$ cat config.mk
export PLATFORM = sky130hd
export DESIGN_NAME = bitfusion_psum_accum
export DESIGN_NICKNAME = d
export VERILOG_FILES = /design/src/rtl/bitfusion_psum_accum.sv
export SDC_FILE = /design/constraint.sdc
export NUM_CORES = 1
export LEC_CHECK = 0
export ABC_AREA = 1
export BUFFER_PORTS_ARGS = -buffer_cell sky130_fd_sc_hd__buf_2
export CAP_MARGIN = 30
export CORE_ASPECT_RATIO = 0.8
export CORE_UTILIZATION = 40
export CTS_CLUSTER_SIZE = 28
export DETAILED_ROUTE_END_ITERATION = 8
export GPL_ROUTABILITY_DRIVEN = 0
export SLEW_MARGIN = 5
export SYNTH_ARGS = -nofsm -noshare
export SYNTH_HDL_FRONTEND = slang
export SYNTH_SLANG_ARGS = --single-unit
$ cat constraint.sdc
create_clock -name clk -period 3.25 [get_ports clk]
set_clock_uncertainty 0.05 [all_clocks]
set_input_delay 0.1625 -clock clk [delete_from_list [all_inputs] [get_ports clk]]
set_output_delay 0.1625 -clock clk [all_outputs]
set_load 0.02 [all_outputs]
$ cat src/rtl/bitfusion_psum_accum.sv
// Per-lane reduction stage behind the fusion-unit column: re-aligns upstream valids to psum_fwd,
// accumulates each of the four lanes over len_reg samples and holds finished sums for a consumer.
module bitfusion_psum_accum #(
  parameter int unsigned COL_WIDTH = 9,
  parameter int unsigned ACC_WIDTH = 24,
  parameter int unsigned LAT       = 2,
  parameter int unsigned CNT_WIDTH = 8
) (
  input  logic                   clk,
  input  logic                   rst,
  input  logic                   cfg_load,
  input  logic [CNT_WIDTH-1:0]   cfg_len,
  input  logic                   cfg_signed,
  input  logic                   in_valid,
  input  logic [COL_WIDTH*4-1:0] psum_fwd,
  output logic                   in_stall,
  output logic [ACC_WIDTH*4-1:0] acc_out,
  output logic                   out_valid,
  input  logic                   out_ready,
  output logic                   busy,
  output logic                   overrun
);

  localparam int unsigned Lanes = 4;

  logic [LAT-1:0]                   dly_q, dly_d;
  logic [CNT_WIDTH-1:0]             count_q, count_d;
  logic [CNT_WIDTH-1:0]             len_q, len_d;
  logic                             signed_q, signed_d;
  logic [Lanes-1:0][ACC_WIDTH-1:0]  acc_q, acc_d;
  logic [Lanes-1:0][ACC_WIDTH-1:0]  out_q, out_d;
  logic                             out_valid_q, out_valid_d;
  logic                             overrun_q, overrun_d;

  logic [Lanes-1:0][COL_WIDTH-1:0]  lane_raw;
  logic [Lanes-1:0][ACC_WIDTH-1:0]  lane_ext;
  logic [Lanes-1:0][ACC_WIDTH-1:0]  lane_sum;
  logic                             pv;
  logic                             done;
  logic                             cfg_take;
  logic                             out_free;

  // Shift in_valid through LAT stages so pv lines up with the matching psum_fwd word.
  assign dly_d = LAT'({dly_q, in_valid});
  assign pv    = dly_q[LAT-1];

  assign busy     = (count_q != '0) || (dly_q != '0);
  assign cfg_take = cfg_load && !busy;
  assign done     = pv && (count_q == (len_q - CNT_WIDTH'(1)));
  assign out_free = !out_valid_q || out_ready;

  always_comb begin
    lane_raw = '0;
    lane_ext = '0;
    lane_sum = '0;
    for (int i = 0; i < Lanes; i++) begin
      lane_raw[i] = psum_fwd[i*COL_WIDTH +: COL_WIDTH];
      lane_ext[i] = signed_q ? ACC_WIDTH'($signed(lane_raw[i])) : ACC_WIDTH'(lane_raw[i]);
      // First sample of a result overwrites, so no stale partial sum can leak in.
      lane_sum[i] = (count_q == '0) ? lane_ext[i] : acc_q[i] + lane_ext[i];
    end
  end

  always_comb begin
    count_d = count_q;
    acc_d   = acc_q;
    if (pv) begin
      acc_d   = lane_sum;
      count_d = done ? '0 : count_q + CNT_WIDTH'(1);
    end
  end

  always_comb begin
    len_d       = len_q;
    signed_d    = signed_q;
    out_d       = out_q;
    out_valid_d = out_valid_q;
    overrun_d   = overrun_q;
    if (cfg_take) begin
      len_d     = (cfg_len == '0) ? CNT_WIDTH'(1) : cfg_len;
      signed_d  = cfg_signed;
      overrun_d = 1'b0;
    end
    if (done) begin
      if (out_free) begin
        out_d       = lane_sum;
        out_valid_d = 1'b1;
      end else begin
        overrun_d = 1'b1;
      end
    end else if (out_valid_q && out_ready) begin
      out_valid_d = 1'b0;
    end
  end

  always_ff @(posedge clk) begin
    if (rst) begin
      dly_q       <= '0;
      count_q     <= '0;
      len_q       <= CNT_WIDTH'(1);
      signed_q    <= 1'b0;
      acc_q       <= '0;
      out_q       <= '0;
      out_valid_q <= 1'b0;
      overrun_q   <= 1'b0;
    end else begin
      dly_q       <= dly_d;
      count_q     <= count_d;
      len_q       <= len_d;
      signed_q    <= signed_d;
      acc_q       <= acc_d;
      out_q       <= out_d;
      out_valid_q <= out_valid_d;
      overrun_q   <= overrun_d;
    end
  end

  assign acc_out   = out_q;
  assign out_valid = out_valid_q;
  assign overrun   = overrun_q;
  assign in_stall  = out_valid_q && !out_ready;

endmodule

## After elaboration in Yosys (flattened, before gate mapping)

Cells that the tools add are included.

| storage, ports and cells | value |
|---|---|
| flip-flop bits (word level) | 213 |
| output and inout port bits | 100 |
| logic and storage cells | 54 |

| cells by class | value |
|---|---|
| $add $sub $neg | 6 |
| equality and inequality tests | 2 |
| muxes and demuxes | 16 |
| reduce and logical (&&, ||, !) cells | 16 |

Operator list:

| cell | number |
|---|---|
| $mux W24 | 8 |
| $add A24 B24 Y24 | 4 |
| $logic_not A8 Y1 | 2 |
| $mux W8 | 2 |
| $add A8 B1 Y8 const B | 1 |
| $eq A8 B8 Y1 | 1 |
| $reduce_bool A8 Y1 | 1 |
| $sub A8 B1 Y8 const B | 1 |
| $mux W1 | 6 |
| $logic_and A1 B1 Y1 | 4 |
| $reduce_and A2 Y1 | 2 |
| $reduce_bool A2 Y1 | 2 |
| $logic_not A1 Y1 | 3 |
| $logic_or A1 B1 Y1 | 2 |
| $ne A2 B1 Y1 const B | 1 |

## Longest topological paths before layout

| depth | value |
|---|---|
| depth after elaboration | 7 |
| mapped depth | 17 |
| depth with buffers taken out | 17 |

## Worst setup path before layout

Ideal clock, no wire load.

| timing path | value |
|---|---|
| path type | reg2reg |
| start | register acc_q[0] (netlist name) |
| end | register acc_q[22] (netlist name) |
| library setup time | 109 ps |
| arrival time | 1991 ps |
| setup slack | 1100 ps |
| cell stages (with the launch flop) | 14 |
| buffers on the path | 0 |
| clock period less this slack | 2150 ps |
| cells stage by stage | dfxtp_1 ha_1 inv_1 fa_1 nor2_1 nor2_1 o21ai_0 nand3_1 nand3_1 nand2_1 nand3_1 nand3_1 nand2_1 inv_1 |

| between the ends | value |
|---|---|
| longest elaborated chain between the ends | 2 |

RTL lines:

| item | line | text |
|---|---|---|
| from (decl) | 30 | `logic [Lanes-1:0][ACC_WIDTH-1:0] acc_q, acc_d;` |
| from (signal assigned) | 102 | `acc_q <= '0;` |
| from (signal assigned) | 111 | `acc_q <= acc_d;` |
| $add A24 B24 Y24 | 60 | `lane_sum[i] = (count_q == '0) ? lane_ext[i] : acc_q[i] + lane_ext[i];` |
| $mux W24 | 60 |  |

No other way between the ends.
A chain may end at the register's enable or synchronous reset.

## Worst setup path after layout

| timing path | value |
|---|---|
| start | register count_q[0] |
| end | output port busy |

| between the ends | value |
|---|---|
| longest elaborated chain between the ends | 2 |

RTL lines:

| item | line | text |
|---|---|---|
| from (decl) | 27 | `logic [CNT_WIDTH-1:0] count_q, count_d;` |
| from (signal assigned) | 108 | `count_q <= count_d;` |
| $reduce_bool A8 Y1 | 47 | `assign busy = (count_q != '0) \|\| (dly_q != '0);` |
| $logic_or A1 B1 Y1 | 47 |  |
| to (decl) | 20 | `output logic busy,` |

No other way between the ends.

==> impl_metrics.xml <==
<?xml version="1.0" encoding="UTF-8"?>
<metrics>
  <group name="run_status">
    <metric name="result_of_the_run" unit="">finished, final reports clean</metric>
  </group>
  <group name="clocking">
    <metric name="tritoncts" unit="">yes</metric>
    <metric name="clkSinkCount" unit="">213</metric>
    <metric name="clk_latency" unit="ns">0.55</metric>
    <metric name="cts_inserted_buffers" unit="">25</metric>
    <metric name="ctsHtreeMaxLevel" unit="">1</metric>
    <metric name="clk_root_buffer_cell" unit="">sky130_fd_sc_hd__clkbuf_16</metric>
    <metric name="postCtsHoldBufs" unit="">43</metric>
    <metric name="ctsResizeCount" unit="">0</metric>
    <metric name="clock_transition_at_the_registers_of_the_reported_paths" unit="ns">0.06</metric>
    <metric name="postCtsSetupBuffers" unit="">0</metric>
    <metric name="clock_path_buffers" unit="">3</metric>
  </group>
  <group name="synth">
    <metric name="synth.lib_cells_used.distinct" unit="">36</metric>
    <metric name="mapped_cell_area" unit="mm2">0.01562</metric>
    <metric name="ys_ff_latch" unit="">213</metric>
    <metric name="synth-edff-count" unit="">0</metric>
    <metric name="synth_top_flop_cell" unit="">sky130_fd_sc_hd__dfxtp_1</metric>
    <metric name="synth_async_sr_flop_share" unit="%">0</metric>
    <metric name="yosysWarningCount" unit="">0</metric>
    <metric name="share_of_synthesized_area_occupied_by_flip_flops_and_latches" unit="%">27.29</metric>
    <metric name="synthesis.area_per_instance" unit="um2">5.705</metric>
    <metric name="post_synth_inst_count" unit="">2739</metric>
    <metric name="synth_nets" unit="">2832</metric>
  </group>
  <group name="place">
    <metric name="hpwl_after_dpl" unit="mm">34.62</metric>
    <metric name="io_buffers" unit="">149</metric>
    <metric name="pre_cts_ws" unit="ns">0.5968</metric>
  </group>
  <group name="route">
    <metric name="drt-total-wl" unit="mm">48.98</metric>
    <metric name="final_antenna_net_count" unit="">0</metric>
    <metric name="drt-initial-drc-count" unit="">1110</metric>
    <metric name="vias_per_cell" unit="">5.138</metric>
    <metric name="drc" unit="">0</metric>
    <metric name="avgRoutedWirePerCell" unit="um">14.50</metric>
    <metric name="detailroute.via_count" unit="">17350</metric>
    <metric name="drt_pass1_iterations" unit="">6</metric>
  </group>
  <group name="worst_setup_path">
    <metric name="reg2reg_from" unit="">acc_q[0]$_SDFFE_PP0P_</metric>
    <metric name="critical_path.startpoint" unit="">count_q[0]$_SDFFE_PP0P_</metric>
    <metric name="r2r-end" unit="">acc_out[10]$_SDFFE_PP0P_</metric>
    <metric name="cp-endpoint" unit="">busy</metric>
    <metric name="critPathRequiredTime" unit="ns">3.04</metric>
    <metric name="cp_max_fo" unit="">21</metric>
    <metric name="slowest_stage" unit="">sky130_fd_sc_hd__inv_2</metric>
    <metric name="worstSetupEndpointType" unit="">output pin</metric>
    <metric name="startpoint_type_of_the_worst_setup_path" unit="">flop</metric>
    <metric name="critical_path.max_stage_delay" unit="ns">0.42</metric>
    <metric name="critical_path_class" unit="">reg2out</metric>
    <metric name="timing.reg2reg.setup_slack" unit="ns">0.58</metric>
    <metric name="cp_cell_sequence" unit="">inv_1 -&gt; ha_1 -&gt; nor3b_1 -&gt; nand2_2 -&gt; inv_2 -&gt; buf_4 -&gt; nand2_1 -&gt; buf_2</metric>
    <metric name="arrival" unit="ns">2.51</metric>
    <metric name="reg2regPathDepth" unit="">12</metric>
  </group>
  <group name="power_and_ir_drop">
    <metric name="swShare" unit="%">31.75</metric>
    <metric name="netSwitchingPower" unit="mW">2.200</metric>
    <metric name="pwr-share-seq" unit="%">40.3</metric>
    <metric name="power_report.internal_total" unit="mW">4.730</metric>
    <metric name="powerDensity" unit="mW/mm2">386.9</metric>
    <metric name="power_leakage" unit="nW">9.581</metric>
    <metric name="power_frac_clock" unit="%">41.5</metric>
    <metric name="pwr-share-comb" unit="%">18.2</metric>
    <metric name="vdd_ir_drop_max" unit="mV">0.3789</metric>
  </group>
  <group name="grt">
    <metric name="grt_util_all_layers" unit="%">24.21</metric>
    <metric name="grt_pass1_wl" unit="mm">79.87</metric>
    <metric name="grt_start_max_net_pins" unit="">119</metric>
    <metric name="grt_overflow_total" unit="">0</metric>
    <metric name="antenna_found_initial" unit="">2</metric>
    <metric name="grt_pass1_vias" unit="">16490</metric>
  </group>
  <group name="sta">
    <metric name="final_hold_viol_count" unit="">0</metric>
    <metric name="timing_max_transition_violations_final" unit="">0</metric>
    <metric name="report.final.setup_viol" unit="">0</metric>
    <metric name="rsz0062_at_grt" unit="">false</metric>
    <metric name="worstMarginPinSlew" unit="ns">0.8970</metric>
    <metric name="finalWorstSetupSlack" unit="ns">0.5227</metric>
    <metric name="slew_headroom" unit="%">40.20</metric>
    <metric name="period_share" unit="%">83.92</metric>
    <metric name="timing.setup.tns" unit="ns">0</metric>
    <metric name="fin_crit" unit="ns">2.727</metric>
    <metric name="max_clock_freq" unit="MHz">366.7</metric>
  </group>
  <group name="die">
    <metric name="ioPinCount" unit="">150</metric>
    <metric name="placeableCoreArea" unit="mm2">0.03836</metric>
    <metric name="die_height" unit="um">178.8</metric>
    <metric name="die_footprint" unit="mm2">0.03986</metric>
    <metric name="die_w" unit="um">223.0</metric>
    <metric name="core.rowCount" unit="">64</metric>
    <metric name="floorplan.initialDensity" unit="%">40.74</metric>
  </group>
  <group name="cells_and_area">
    <metric name="layout.cells.most_common_list" unit="">sky130_fd_sc_hd__nand2_1 (885), sky130_fd_sc_hd__inv_1 (385), sky130_fd_sc_hd__nand3_1 (339), sky130_fd_sc_hd__nor2_1 (272), sky130_fd_sc_hd__dfxtp_1 (211)</metric>
    <metric name="mostFrequentLayoutCell" unit="">sky130_fd_sc_hd__nand2_1</metric>
    <metric name="final_layout_size_suffix_gt1_share" unit="%">8.608</metric>
    <metric name="final_nets" unit="">2956</metric>
    <metric name="area.growth.synth_to_final" unit="%">14.65</metric>
  </group>
  <group name="run">
    <metric name="cap_violations" unit="">0</metric>
  </group>
  <group name="worst_hold_path">
    <metric name="hp-class" unit="">in2reg</metric>
  </group>
</metrics>
[metal layers]
layer  share of wire, %  track usage, %  wire [um]  vias up
li1                   -               -          -     8877
met1                 43           28.30      21050     7948
met2                 50           45.76      24330      430
met3                4.6           3.360       2248       95
met4                2.7           7.184       1335        2
met5              0.022               0         11        -
[final cells by class]
| type | count | area, um2 |
|---|---|---|
| diodes | 1 | 2.502 |
| clock buffers | 29 | 680.7 |
| clock inverters | 16 | 141.4 |
| fillers | 4092 | 20440 |
| inverters | 391 | 1469 |
| multi-input cells | 2018 | 9339 |
| flip-flops and latches | 213 | 4269 |
| well taps | 495 | 619.3 |
| repair buffers | 214 | 1393 |
[sequential cells by signal (all words and copies together) (netlist names)]
| signal | cells |
|---|---|
| dly_q | 2 |
| overrun | 1 |
| acc_out | 96 |
| acc_q | 96 |
| count_q | 8 |
| out_valid | 1 |
| len_q | 8 |
| signed_q | 1 |
[cells in the mapped netlist, types with 4 or more instances]
library cell | count | area, um2
sky130_fd_sc_hd__nand4_1 | 19 | 118.9
sky130_fd_sc_hd__xnor2_1 | 14 | 122.6
sky130_fd_sc_hd__o21ai_1 | 8 | 40.04
sky130_fd_sc_hd__a21o_1 | 5 | 37.54
sky130_fd_sc_hd__nand2_2 | 6 | 37.54
sky130_fd_sc_hd__nor2_2 | 5 | 31.28
sky130_fd_sc_hd__nor2_1 | 272 | 1021
sky130_fd_sc_hd__inv_2 | 5 | 18.77
sky130_fd_sc_hd__a31oi_1 | 5 | 31.28
sky130_fd_sc_hd__o21ai_0 | 132 | 660.6
sky130_fd_sc_hd__o21bai_1 | 16 | 120.1
sky130_fd_sc_hd__nand3b_1 | 4 | 30.03
sky130_fd_sc_hd__fa_1 | 4 | 80.08
sky130_fd_sc_hd__buf_6 | 7 | 78.83
sky130_fd_sc_hd__buf_1 | 7 | 26.28
sky130_fd_sc_hd__nor3_1 | 7 | 35.03
sky130_fd_sc_hd__nand2_1 | 886 | 3326
sky130_fd_sc_hd__buf_2 | 31 | 155.2
sky130_fd_sc_hd__a21oi_1 | 209 | 1046
sky130_fd_sc_hd__xor2_1 | 27 | 236.5
sky130_fd_sc_hd__clkbuf_1 | 63 | 236.5
sky130_fd_sc_hd__dfxtp_1 | 213 | 4264
sky130_fd_sc_hd__nand3_1 | 339 | 1697
sky130_fd_sc_hd__or2_2 | 5 | 31.28
sky130_fd_sc_hd__ha_1 | 39 | 488.0
sky130_fd_sc_hd__buf_4 | 9 | 67.56
sky130_fd_sc_hd__inv_1 | 386 | 1449
[through the flow]
step	std cells	area (um2)	utilization [%]	hold slack (ns)	total power, mW
floorplan	2739	15630	-	0.2195	3.733
global placement	3287	16630	43.36	0.3300	4.042
detailed placement	3288	16660	43.43	0.3345	4.063
CTS	3376	17910	46.70	0.01723	7.021
global route	3376	17910	46.70	0.02287	7.296
finish	3377	17910	46.70	0.05851	6.930
[how the worst min path moves through the flow]
stage | startpoint | end | slack, ns | cells past startpoint
final | psum_fwd[23] | acc_out[53]$_SDFFE_PP0P_ | 0.06 | 3
after global routing | psum_fwd[23] | acc_out[53]$_SDFFE_PP0P_ | 0.02 | 3
after CTS | psum_fwd[23] | acc_out[53]$_SDFFE_PP0P_ | 0.02 | 3
after detailed placement | in_valid | dly_q[0]$_SDFF_PP0_ | 0.33 | 3
after global placement | in_valid | dly_q[0]$_SDFF_PP0_ | 0.33 | 3
after floorplan | in_valid | dly_q[0]$_SDFF_PP0_ | 0.22 | 2
[worst max-delay path, delay by kind of cell (launching register included)]
family / cells / cell delay [ns]
and+or+nand+nor: 3 / 0.43
adders and majority gates: 1 / 0.15
DFF: 1 / 0.34
buffers and inverters: 4 / 1.04
[cells by family (layout without fill, tap and decap cells)]
kind of cell | Yosys count | after routing | synth area share [%]
compound gates | 379 | 379 | 12.58
xor+xnor | 41 | 41 | 2.298
fa+ha+maj | 43 | 43 | 3.636
buf+inv | 508 | 650 | 13.00
flops | 213 | 213 | 27.29
other cells | 0 | 1 | 0
simple gates | 1555 | 1555 | 41.19
[power groups by stage]
stage	logic [mW]	registers, mW	clock network, mW
floorplan	0.873	2.86	0
global placement	1.20	2.85	0
detailed placement	1.21	2.85	0
CTS	1.26	2.79	2.97
global route	1.43	2.80	3.07
finish	1.26	2.79	2.88
Note: power is estimated with default switching activity, not from simulation.
